`config.mk`:
```
export PLATFORM = sky130hd
export DESIGN_NAME = l2_port_arbiter
export DESIGN_NICKNAME = d
export VERILOG_FILES = /design/src/rtl/l2_port_arbiter.sv
export SDC_FILE = /design/constraint.sdc
export NUM_CORES = 1
export LEC_CHECK = 0
export CAP_MARGIN = 20
export CORE_AREA = 2 2 211 213
export DETAILED_ROUTE_END_ITERATION = 12
export DIE_AREA = 0 0 213 215
export DONT_BUFFER_PORTS = 1
export HOLD_SLACK_MARGIN = 0.08
export MAX_ROUTING_LAYER = met4
export PLACE_DENSITY_LB_ADDON = 0.25
export SLEW_MARGIN = 30
export SYNTH_ARGS = -nofsm -noshare
export SYNTH_HDL_FRONTEND = slang
export SYNTH_SLANG_ARGS = --single-unit
```
`constraint.sdc`:
```
create_clock -name clk -period 2 [get_ports clk]
set_clock_uncertainty 0.1 [all_clocks]
set_input_delay 0 -clock clk [delete_from_list [all_inputs] [get_ports clk]]
set_output_delay 0 -clock clk [all_outputs]
set_load 0.05 [all_outputs]
```
`src/rtl/l2_port_arbiter.sv`:
```
// Shares the single L2 port between the I-cache and D-cache miss interfaces.
// One transaction is outstanding at a time. Each completion is followed by a one-cycle mask.
module l2_port_arbiter #(
    parameter int TIMEOUT = 64
) (
    input  logic         clk,
    input  logic         proc_reset,
    input  logic         i_read,
    input  logic [29:0]  i_addr,
    output logic [127:0] i_rdata,
    output logic         i_ready,
    input  logic         d_read,
    input  logic         d_write,
    input  logic [29:0]  d_addr,
    input  logic [31:0]  d_wdata,
    output logic [127:0] d_rdata,
    output logic         d_ready,
    output logic         l2_read,
    output logic         l2_write,
    output logic [29:0]  l2_addr,
    output logic [31:0]  l2_wdata,
    input  logic [127:0] l2_rdata,
    input  logic         l2_ready,
    output logic         err
);

    // state  | meaning
    // IDLE   | no grant; arbitrate the live requests
    // I_BUSY | I-cache owns the L2 port
    // D_BUSY | D-cache owns the L2 port
    // HOLD   | one-cycle mask for the stale request that follows a completion
    typedef enum logic [1:0] {IDLE, I_BUSY, D_BUSY, HOLD} state_t;

    localparam logic [15:0] ERR_CNT = 16'(TIMEOUT - 1);

    state_t      state;
    logic        last_d;
    logic [15:0] busy_cnt;
    logic        i_req;
    logic        d_req;

    assign i_req = i_read;
    assign d_req = d_read | d_write;

    always_ff @(posedge clk) begin
        if (proc_reset) begin
            state    <= IDLE;
            last_d   <= 1'b0;
            busy_cnt <= 16'd0;
            err      <= 1'b0;
        end else begin
            case (state)
                IDLE: begin
                    // On a contest, the requester not served last wins.
                    if (i_req && (!d_req || last_d)) begin
                        state    <= I_BUSY;
                        busy_cnt <= 16'd0;
                    end else if (d_req) begin
                        state    <= D_BUSY;
                        busy_cnt <= 16'd0;
                    end
                end
                I_BUSY, D_BUSY: begin
                    if (busy_cnt == ERR_CNT) begin
                        err <= 1'b1;
                    end
                    if (l2_ready) begin
                        state  <= HOLD;
                        last_d <= (state == D_BUSY);
                    end else if (busy_cnt != 16'hFFFF) begin
                        busy_cnt <= busy_cnt + 16'd1;
                    end
                end
                HOLD: state <= IDLE;
                default: state <= IDLE;
            endcase
        end
    end

    // Commands follow the live request level of the current owner.
    always_comb begin
        l2_read  = 1'b0;
        l2_write = 1'b0;
        l2_addr  = 30'd0;
        l2_wdata = 32'd0;
        i_ready  = 1'b0;
        i_rdata  = 128'd0;
        d_ready  = 1'b0;
        d_rdata  = 128'd0;
        case (state)
            I_BUSY: begin
                l2_read = i_read;
                l2_addr = i_addr;
                if (l2_ready) begin
                    i_ready = 1'b1;
                    i_rdata = l2_rdata;
                end
            end
            D_BUSY: begin
                l2_write = d_write;
                l2_read  = d_read & ~d_write;
                l2_addr  = d_addr;
                l2_wdata = d_wdata;
                if (l2_ready) begin
                    d_ready = 1'b1;
                    d_rdata = l2_rdata;
                end
            end
            default: ;
        endcase
    end

endmodule

```
==> flow_summary.json, run 1 <==
{
  "outcome": "complete, no violations",
  "leakage_nw": 4.61,
  "cp_common_cell": "sky130_fd_sc_hd__buf_4",
  "yosys_most_used_dff": "sky130_fd_sc_hd__dfxtp_1",
  "detailed_place_hpwl_um": 24400,
  "post-layout-total-power_w": 0.0125,
  "initial_core_util": 0.0886,
  "insertion_delay_ns": 0.25,
  "worst_hold_slack_ns": 0.101,
  "num_io_pins": 549,
  "antenna_found_initial": 16,
  "fp-row-count": 77,
  "clock_path_buffers": 2,
  "power_density_over_the_cells_nw_per_um2": 1260,
  "crit_path_end_kind": "flop",
  "dieWidth_um": 213,
  "max-slew-margin-rel": 0.556,
  "sequential_cell_area_um2": 403,
  "synth.ff_latch_count": 20,
  "post_drt_via_cell_ratio": 4.02,
  "grt_max_degree": 260,
  "synth.avg_cell_area_um2": 6.72,
  "fp.dieH_um": 215,
  "worstPathBufferInverterCount": 4,
  "seq_pwr_share": 0.037,
  "vias_after_detailed_routing": 5766,
  "setup.worst_path.class": "flop to flop",
  "grt_setup_unrepaired": "yes",
  "numClockSinks": 20,
  "place_worst_setup_slack_ns": 0.0248,
  "worstMarginPinSlew_ns": 0.664,
  "yosys-top-cells-area": "sky130_fd_sc_hd__and3_1 (42%), sky130_fd_sc_hd__dfxtp_1 (10%), sky130_fd_sc_hd__clkbuf_1 (7.4%)",
  "synthDominantCellAreaShare": 0.419,
  "critical_path_peak_fanout": 14,
  "area_growth_pct": 157,
  "worst_path_dominant_cell_family": "buffers and inverters",
  "critPathLaunchType": "flop",
  "tritoncts_clock_tree": "built",
  "timing.critical_path.cells": "inv_4, ha_4, buf_4, buf_4, o211ai_2, buf_12, o31ai_1, a21oi_1",
  "hold_viol_final": 0,
  "timing_max_transition_violations_final": 0,
  "cell_with_the_most_instances_after_synthesis": "sky130_fd_sc_hd__and3_1",
  "yosysWarnings": 0,
  "io_buffer_count": 0,
  "fmax_mhz": 513,
  "yosysTopAreaCell": "sky130_fd_sc_hd__and3_1",
  "count_of_maximum_capacitance_violations": 0,
  "clockPowerShare": 0.033,
  "buffer_cell_driving_the_clock_tree_root": "sky130_fd_sc_hd__clkbuf_16",
  "drt_iter0_drc": 401,
  "multi_input_comb_area_um2": 3260,
  "gr-total-overflow": 0,
  "worst_slack_ns": 0.0507,
  "detail_route.drc_violations": 0,
  "net_count_after_synthesis": 806,
  "critPathRequiredTime_ns": 2.01,
  "htreeDepth": 1,
  "synth_edf_count": 0,
  "worst_path_largest_cell_delay_ns": 0.35,
  "grt_pass1_vias": 5702,
  "setup_violations": 0,
  "switching_share": 0.558,
  "final_period_minus_worst_setup_slack_ns": 1.95,
  "fill_cell_count": 4781,
  "routed_wire_length_per_instance_um": 21.1,
  "nNetsFinal": 1065,
  "comb_power_share": 0.930,
  "postRouteWirelength_um": 30300,
  "tritoncts.num_buffers": 3,
  "synthesis.instances": 575,
  "area_of_the_mapped_netlist_um2": 3860,
  "post_route_cells_drive_above_1_share": 0.462,
  "p_int_w": 0.00555,
  "synth.cells.most_frequent": "sky130_fd_sc_hd__and3_1 (259), sky130_fd_sc_hd__clkbuf_1 (76), sky130_fd_sc_hd__and2_1 (38)",
  "ir_worst_vdd_uv": 516,
  "synth-async-reset-ratio": 0,
  "share_of_the_core_filled_with_cells": 0.228,
  "timing.hold.worst.class": "input pin to flop",
  "dr.pass1.iters": 5,
  "dieArea_um2": 45800,
  "ys_seq_area_frac": 0.104,
  "ys_types": 47,
  "critical_path.slowest_cell": "sky130_fd_sc_hd__dfxtp_2",
  "routability_congestion": 1.02,
  "min_period_over_period": 0.975,
  "gr-usage-all-layers": 0.125,
  "drt.antenna.violating_nets": 0,
  "core-area_um2": 43600,
  "switchingPower_w": 0.00700,
  "clk_pin_slew_worst_paths_ns": 0.06,
  "worstPathArrival_ns": 1.96,
  "grt_first_pass_wirelength_um": 41100
}
## cells in the final DEF, fill, tap and decap left out, types with 2 or more instances in the layout
master	count
sky130_fd_sc_hd__and3_1	259
sky130_fd_sc_hd__buf_12	228
sky130_fd_sc_hd__buf_4	96
sky130_fd_sc_hd__and2_1	38
sky130_fd_sc_hd__a22oi_1	30
sky130_fd_sc_hd__nor2b_2	30
sky130_fd_sc_hd__dfxtp_1	18
sky130_fd_sc_hd__nand4_1	11
sky130_fd_sc_hd__nand2b_1	11
sky130_fd_sc_hd__diode_2	10
sky130_fd_sc_hd__nand2_1	10
sky130_fd_sc_hd__dlygate4sd3_1	10
sky130_fd_sc_hd__a21oi_1	7
sky130_fd_sc_hd__nor2_1	6
sky130_fd_sc_hd__a211oi_1	6
sky130_fd_sc_hd__a31oi_1	5
sky130_fd_sc_hd__a311oi_1	5
sky130_fd_sc_hd__o32ai_1	4
sky130_fd_sc_hd__o21ai_0	3
sky130_fd_sc_hd__ha_4	3
sky130_fd_sc_hd__clkbuf_16	3
sky130_fd_sc_hd__nand3b_1	2
sky130_fd_sc_hd__a21boi_0	2
sky130_fd_sc_hd__nand4_4	2
sky130_fd_sc_hd__o31ai_1	2
sky130_fd_sc_hd__and4_2	2
sky130_fd_sc_hd__o211ai_1	2
sky130_fd_sc_hd__nand3_1	2
sky130_fd_sc_hd__o41ai_1	2
sky130_fd_sc_hd__o32ai_2	2
sky130_fd_sc_hd__ha_1	2
sky130_fd_sc_hd__dfxtp_2	2
## per-stage QoR
step	std cells	TNS [ns]	cell area, um2
2_1_floorplan	575	-0.0247	3940
3_3_place_gp	1404	0	9580
3_5_place_dp	1404	0	9580
4_1_cts	1422	-0.0292	9840
5_1_grt	1434	-0.131	9930
6_report	1434	0	9930
## final timing paths
path	startpoint	endpoint	slack [ns]	cells after the start
worst max-delay path	state[1]	busy_cnt[4]	0.05	8
worst min-delay path	i_read	state[0]	0.10	3
worst max register to register	state[1]	busy_cnt[4]	0.05	8
worst min register to register	last_d	last_d	0.38	2
## final cells by class
cell class	count	area share
clock buffer	3	0.00756
sequential	20	0.0406
timing repair buffer	336	0.545
multi-input combinational	470	0.329
antenna	10	0.00252
tap	592	0.0746
inverter	3	0.00139
## worst register-to-register path, delay by kind of cell (launching register included)
family | cells | cell delay [ns]
adder cells (fa/ha/maj) | 1 | 0.27
flip-flops | 1 | 0.35
AO/OA/AOI/OAI | 3 | 0.54
buffers and inverters | 4 | 0.54
## sequential cells by signal, indices dropped and copies added, names as in the netlist
| signal | count |
|---|---|
| err | 1 |
| state | 2 |
| last_d | 1 |
| busy_cnt | 16 |
## what timing repair did
item	CTS	global route
setup endpoints to repair	168	47
resized for setup	0	14
hold buffers	10	0
setup buffers	5	2
endpoints found under the hold margin	20	0
pin swaps	1	8
## metal layers
metal	wire (um)	global-route usage
met3	3680	0.0566
met1	12300	0.150
met2	14100	0.200
met4	223	0.0112
met5	0	-
## cell families after synthesis
kind of cell	after synthesis	share of synthesized area
AO/OA/AOI/OAI	76	0.147
adder cells (fa/ha/maj)	5	0.0162
buffers and inverters	85	0.0900
flip-flops	20	0.104
AND/OR/NAND/NOR	389	0.643
## power groups by stage
stage	sequential, W	clock, W	combinational [W]
after detailed placement	0.000463	0	0.0113
after global placement	0.000461	0	0.0113
final	0.000465	0.000415	0.0117
after floorplan	0.000461	0	0.00628
after global routing	0.000471	0.000445	0.0121
after CTS	0.000455	0.000428	0.0116
Power figures use the tool's default switching activity.
==> run 2: changes to the inputs <==
- clock period: 2 -> 1.6 ns (I/O delays scaled with it)
==> run 2 against run 1 <==
Against the previous run:
- the run now ends with setup timing left
- sequential share of layout area shrank 0.78 points
- maximum frequency grew 1.3%
- first-iteration DRC count shrank 44%
- wire length grew 24%
- flip-flop and latch count is the same
- critical endpoint is now busy_cnt[3]
- largest cell class unchanged
==> flow_summary.json, run 2 (synthesized netlist as in run 1, its figures left out) <==
{
  "sequential_cell_area_um2": 404,
  "antenna_found_initial": 12,
  "worst_path_largest_cell_delay_ns": 0.54,
  "tritoncts.num_buffers": 3,
  "gr-total-overflow": 0,
  "buffer_cell_driving_the_clock_tree_root": "sky130_fd_sc_hd__clkbuf_16",
  "timing.critical_path.cells": "inv_4, ha_4, nand4_1, or4_4, a31oi_2, a311oi_2",
  "nNetsFinal": 1064,
  "setup.worst_path.class": "flop to flop",
  "critical_path_peak_fanout": 8,
  "initial_core_util": 0.0886,
  "dpl_cell_area_um2": 9580,
  "post_drt_via_cell_ratio": 4.13,
  "seq_pwr_share": 0.027,
  "worstPathArrival_ns": 1.93,
  "grt_first_pass_wirelength_um": 44000,
  "max-slew-margin-rel": 0.361,
  "violated_checks": "setup timing",
  "timing.hold.worst.class": "input pin to flop",
  "min_period_over_period": 1.20,
  "crit_path_end_kind": "flop",
  "timing.rr.end": "busy_cnt[3]",
  "switchingPower_w": 0.0107,
  "reg_to_reg_start": "state[1]",
  "critPathRequiredTime_ns": 1.60,
  "post-layout-total-power_w": 0.0212,
  "layout_common_cells": "sky130_fd_sc_hd__and3_4 (233), sky130_fd_sc_hd__buf_12 (217), sky130_fd_sc_hd__buf_4 (53), sky130_fd_sc_hd__and2_4 (36), sky130_fd_sc_hd__nor2b_4 (31)",
  "final_area_um2": 12300,
  "worst_r2r_path_depth": 6,
  "dr.pass1.iters": 4,
  "grt_pass1_vias": 5394,
  "p_int_w": 0.0106,
  "hold_viol_final": 0,
  "reg_to_reg_setup_timing_slack_ns": -0.32,
  "postRouteWirelength_um": 37700,
  "critPathLaunchType": "flop",
  "drt_iter0_drc": 224,
  "final_period_minus_worst_setup_slack_ns": 1.92,
  "grt_max_degree": 261,
  "drt.antenna.violating_nets": 0,
  "largest-register": "busy_cnt",
  "dieWidth_um": 213,
  "outcome": "finished, violations left",
  "htreeDepth": 1,
  "fp.dieH_um": 215,
  "vias_after_detailed_routing": 5971,
  "switching_share": 0.503,
  "io_buffer_count": 0,
  "comb_power_share": 0.945,
  "num_io_pins": 549,
  "worst_slack_ns": -0.324,
  "clock_path_buffers": 2,
  "routed_wire_length_per_instance_um": 26.1,
  "holdPathStages": 3,
  "worstHoldStart": "i_read",
  "numClockSinks": 20,
  "leakage_nw": 4.56,
  "share_of_the_core_filled_with_cells": 0.282,
  "gr-usage-all-layers": 0.138,
  "largest_reg_flops": 16,
  "insertion_delay_ns": 0.26,
  "worstMarginPinSlew_ns": 0.955,
  "clockPowerShare": 0.028,
  "fmax_mhz": 520,
  "grt_setup_unrepaired": "yes",
  "layout_top_registers": "busy_cnt x16, state x2",
  "clk_pin_slew_worst_paths_ns": 0.06,
  "post_route_cells_drive_above_1_share": 0.887,
  "detail_route.drc_violations": 0,
  "fill_cell_count": 4511,
  "final_common_cell": "sky130_fd_sc_hd__and3_4",
  "timing_max_transition_violations_final": 0,
  "core-area_um2": 43600,
  "tritoncts_clock_tree": "built",
  "setup_violations": 339,
  "ir_worst_vdd_uv": 821,
  "area_growth_pct": 219,
  "power_density_over_the_cells_nw_per_um2": 1720,
  "fp-row-count": 77,
  "detailed_place_hpwl_um": 25500,
  "critical_path.slowest_cell": "sky130_fd_sc_hd__or4_4",
  "worstHoldEndpoint": "state[0]",
  "multi_input_comb_area_um2": 5050,
  "count_of_maximum_capacitance_violations": 0,
  "routability_congestion": 0.852,
  "dieArea_um2": 45800
}
## run 2: changes by cell type in the layout (fill, tap and decap cells not counted), moves of 30 or more
cell | previous run | this run
sky130_fd_sc_hd__and3_1 | 259 | 6
sky130_fd_sc_hd__and3_4 | 1 | 233
sky130_fd_sc_hd__buf_4 | 96 | 53
sky130_fd_sc_hd__and2_1 | 38 | 2
sky130_fd_sc_hd__and2_4 | 0 | 36
sky130_fd_sc_hd__nor2b_4 | 0 | 31
sky130_fd_sc_hd__a22oi_1 | 30 | 0
sky130_fd_sc_hd__a22oi_2 | 0 | 30
sky130_fd_sc_hd__nor2b_2 | 30 | 0
## run 2: worst max path at each step
stage                        start      endpoint  depth (start not counted)  slack [ns]
after floorplan           state[1]   busy_cnt[2]                          8       -0.37
after detailed placement  state[0]  busy_cnt[15]                          7       -0.27
after CTS                 state[0]   d_rdata[91]                          6       -0.26
final                     state[1]   busy_cnt[3]                          6       -0.32
after global routing      state[1]   busy_cnt[1]                          9       -0.41
after global placement    state[0]  busy_cnt[15]                          7       -0.24
## run 2: final cells by class
| cell class | count | share of cell area |
|---|---|---|
| antenna | 23 | 0.00467 |
| inverter | 3 | 0.00132 |
| multi-input combinational | 470 | 0.410 |
| clock buffer | 4 | 0.00721 |
| tap | 592 | 0.0601 |
| timing repair buffer | 335 | 0.484 |
| sequential | 20 | 0.0328 |
## run 2: timing repair
action | 4_1_cts | 5_1_grt
pin swaps | 19 | 42
gates cloned | 10 | 27
setup endpoints to repair | 337 | 341
hold buffers | 5 | 1
resized for setup | 105 | 280
buffers inserted | 8 | 19
endpoints found under the hold margin | 20 | 1
## run 2: stage by stage
stage          setup slack (ns)  hold slack (ns)  setup TNS [ns]  std cells
3_3_place_gp             -0.238          -0.0276           -3.34       1351
4_1_cts                  -0.261           0.0888          -58.10       1378
3_5_place_dp             -0.269          -0.0250           -3.83       1351
2_1_floorplan            -0.367            0.111           -5.09        575
5_1_grt                  -0.405           0.0861          -91.48       1445
6_report                 -0.324           0.0707          -74.23       1447
## run 2: layer usage
metal	GRT usage	up-vias	wire, um
met5	-	-	0
met4	0.0406	0	954
met3	0.0384	22	2870
met2	0.228	260	18800
met1	0.162	2997	15100
li1	-	2692	-
## run 2: critical path: cells and delay by family, from the launching register on
family | cells | cell delay [ns]
fa+ha+maj | 1 | 0.28
flops | 1 | 0.36
simple gates | 2 | 0.67
buf+inv | 1 | 0.06
compound gates | 2 | 0.30
## run 2: power by group through the flow
stage          sequential, W  combinational (W)  clock (W)
6_report            0.000581             0.0201   0.000591
5_1_grt             0.000585             0.0207   0.000617
4_1_cts             0.000578             0.0167   0.000602
3_5_place_dp        0.000580             0.0146          0
3_3_place_gp        0.000580             0.0146          0
2_1_floorplan       0.000586            0.00875          0
==> run 3: changes to the inputs <==
- SKIP_LAST_GASP: unset -> 1
==> run 3 against run 2 <==
Against the previous run:
- the flow still finishes with violations (setup timing)
- final cell count shrank 0.28%
- via count shrank 0.79%
- register-to-register slack is essentially flat
- largest power group unchanged
==> flow_summary.json, run 3 (synthesized netlist as in run 1, its figures left out) <==
{
  "reg_to_reg_setup_timing_slack_ns": -0.31,
  "critical_path_peak_fanout": 27,
  "grt_first_pass_wirelength_um": 43900,
  "clk_pin_slew_worst_paths_ns": 0.06,
  "area_growth_pct": 212,
  "switching_share": 0.501,
  "fp-row-count": 77,
  "share_of_the_core_filled_with_cells": 0.277,
  "max-slew-margin-rel": 0.381,
  "dieWidth_um": 213,
  "timing.setup.tns_ns": -68.14,
  "leakage_nw": 4.51,
  "grt_max_degree": 261,
  "numClockSinks": 20,
  "timing_max_transition_violations_final": 0,
  "grt_pass1_vias": 5394,
  "grt_setup_unrepaired": "yes",
  "tritoncts.num_buffers": 3,
  "core-area_um2": 43600,
  "post_drt_via_cell_ratio": 4.11,
  "switchingPower_w": 0.0103,
  "timing.hold.worst.class": "input pin to flop",
  "drt.antenna.violating_nets": 0,
  "final_period_minus_worst_setup_slack_ns": 1.92,
  "seq_pwr_share": 0.028,
  "outcome": "finished, violations left",
  "routability_congestion": 0.852,
  "clock_path_buffers": 2,
  "routed_wire_length_per_instance_um": 25.2,
  "postRouteWirelength_um": 36400,
  "gr-total-overflow": 0,
  "worstPathArrival_ns": 1.82,
  "nNetsFinal": 1054,
  "critPathLaunchType": "flop",
  "power_density_over_the_cells_nw_per_um2": 1710,
  "setup_violations": 340,
  "p_int_w": 0.0103,
  "antenna_found_initial": 15,
  "post-layout-total-power_w": 0.0206,
  "layout_common_cells": "sky130_fd_sc_hd__buf_12 (223), sky130_fd_sc_hd__and3_4 (214), sky130_fd_sc_hd__buf_4 (52), sky130_fd_sc_hd__and3_2 (41), sky130_fd_sc_hd__nor2b_4 (31)",
  "layout_top_registers": "busy_cnt x16, state x2",
  "ir_worst_vdd_uv": 982,
  "detailed_place_hpwl_um": 25500,
  "final_common_cell": "sky130_fd_sc_hd__buf_12",
  "place_worst_setup_slack_ns": -0.269,
  "detail_route.drc_violations": 0,
  "fp.dieH_um": 215,
  "setup.worst_path.class": "flop to output port",
  "initial_core_util": 0.0886,
  "count_of_maximum_capacitance_violations": 0,
  "fmax_mhz": 520,
  "clockPowerShare": 0.029,
  "num_io_pins": 549,
  "dr.pass1.iters": 4,
  "crit_path_end_kind": "output port",
  "largest_reg_flops": 16,
  "largest-register": "busy_cnt",
  "comb_power_share": 0.943,
  "violated_checks": "setup timing",
  "post_route_cells_drive_above_1_share": 0.861,
  "dieArea_um2": 45800,
  "worst_slack_ns": -0.325,
  "hold_viol_final": 0,
  "critPathRequiredTime_ns": 1.50,
  "io_buffer_count": 0,
  "htreeDepth": 1,
  "gr-usage-all-layers": 0.138,
  "worstMarginPinSlew_ns": 0.926,
  "buffer_cell_driving_the_clock_tree_root": "sky130_fd_sc_hd__clkbuf_16",
  "drt_iter0_drc": 248,
  "insertion_delay_ns": 0.26,
  "vias_after_detailed_routing": 5924,
  "tritoncts_clock_tree": "built",
  "min_period_over_period": 1.20
}
==> run 3: cell count changes in the layout (fill, tap and decap cells not counted), moves of 6 or more <==
cell | before | now
sky130_fd_sc_hd__and2_4 | 36 | 16
sky130_fd_sc_hd__a22oi_2 | 30 | 11
sky130_fd_sc_hd__and3_2 | 22 | 41
sky130_fd_sc_hd__and3_4 | 233 | 214
sky130_fd_sc_hd__diode_2 | 23 | 29
sky130_fd_sc_hd__a22oi_1 | 0 | 19
sky130_fd_sc_hd__and2_2 | 1 | 21
sky130_fd_sc_hd__buf_12 | 217 | 223
sky130_fd_sc_hd__buf_6 | 18 | 8
==> run 3: routing by layer <==
layer / track usage / vias up / wire length (um)
met2: 0.225 / 252 / 18000
met4: 0.0455 / 0 / 1270
met5: - / - / 0
met3: 0.0412 / 22 / 2750
li1: - / 2677 / -
met1: 0.161 / 2973 / 14400
==> run 3: what timing repair did <==
item | in CTS | in global routing
pin swaps | 14 | 43
setup buffers | 8 | 12
hold buffers | 5 | 0
setup endpoints to repair | 337 | 342
gates cloned | 10 | 25
endpoints found under the hold margin | 20 | 0
gates resized for setup | 63 | 249
==> run 3: power by group through the flow <==
stage / sequential, W / clock [W] / combinational (W)
floorplan: 0.000586 / 0 / 0.00875
global placement: 0.000580 / 0 / 0.0146
detailed placement: 0.000580 / 0 / 0.0146
CTS: 0.000578 / 0.000602 / 0.0165
global route: 0.000592 / 0.000617 / 0.0201
finish: 0.000587 / 0.000590 / 0.0195
==> run 3: layout make-up <==
type	instances	area, um2
Sequential cell	20	404
Multi-Input combinational cell	470	4860
Antenna cell	29	72.6
Clock buffer	4	88.8
Inverter	3	16.3
Tap cell	592	741
Fill cell	4500	31600
Timing Repair Buffer	325	5890
==> run 3: stage by stage <==
stage	area [um2]	hold WS [ns]	std cells
final	12100	0.0711	1443
after global routing	12100	0.0853	1441
after CTS	10300	0.0888	1378
after detailed placement	9580	-0.0250	1351
after global placement	9580	-0.0276	1351
after floorplan	4530	0.111	575
==> run 3: worst max-delay path, stage by stage, from the launching register on <==
cell	delay, ns
sky130_fd_sc_hd__dfxtp_2	0.33
sky130_fd_sc_hd__inv_4	0.08
sky130_fd_sc_hd__buf_6	0.10
sky130_fd_sc_hd__ha_4	0.24
sky130_fd_sc_hd__buf_12	0.22
sky130_fd_sc_hd__buf_4	0.19
sky130_fd_sc_hd__and2_2	0.21
sky130_fd_sc_hd__buf_12	0.15
==> run 3: final timing paths <==
path | startpoint | end | cells past startpoint
worst min-delay path | i_read | state[0] | 3
worst max-delay path | state[0] | l2_wdata[26] | 7
worst max register to register | state[1] | busy_cnt[3] | 8
worst min register to register | err | err | 2
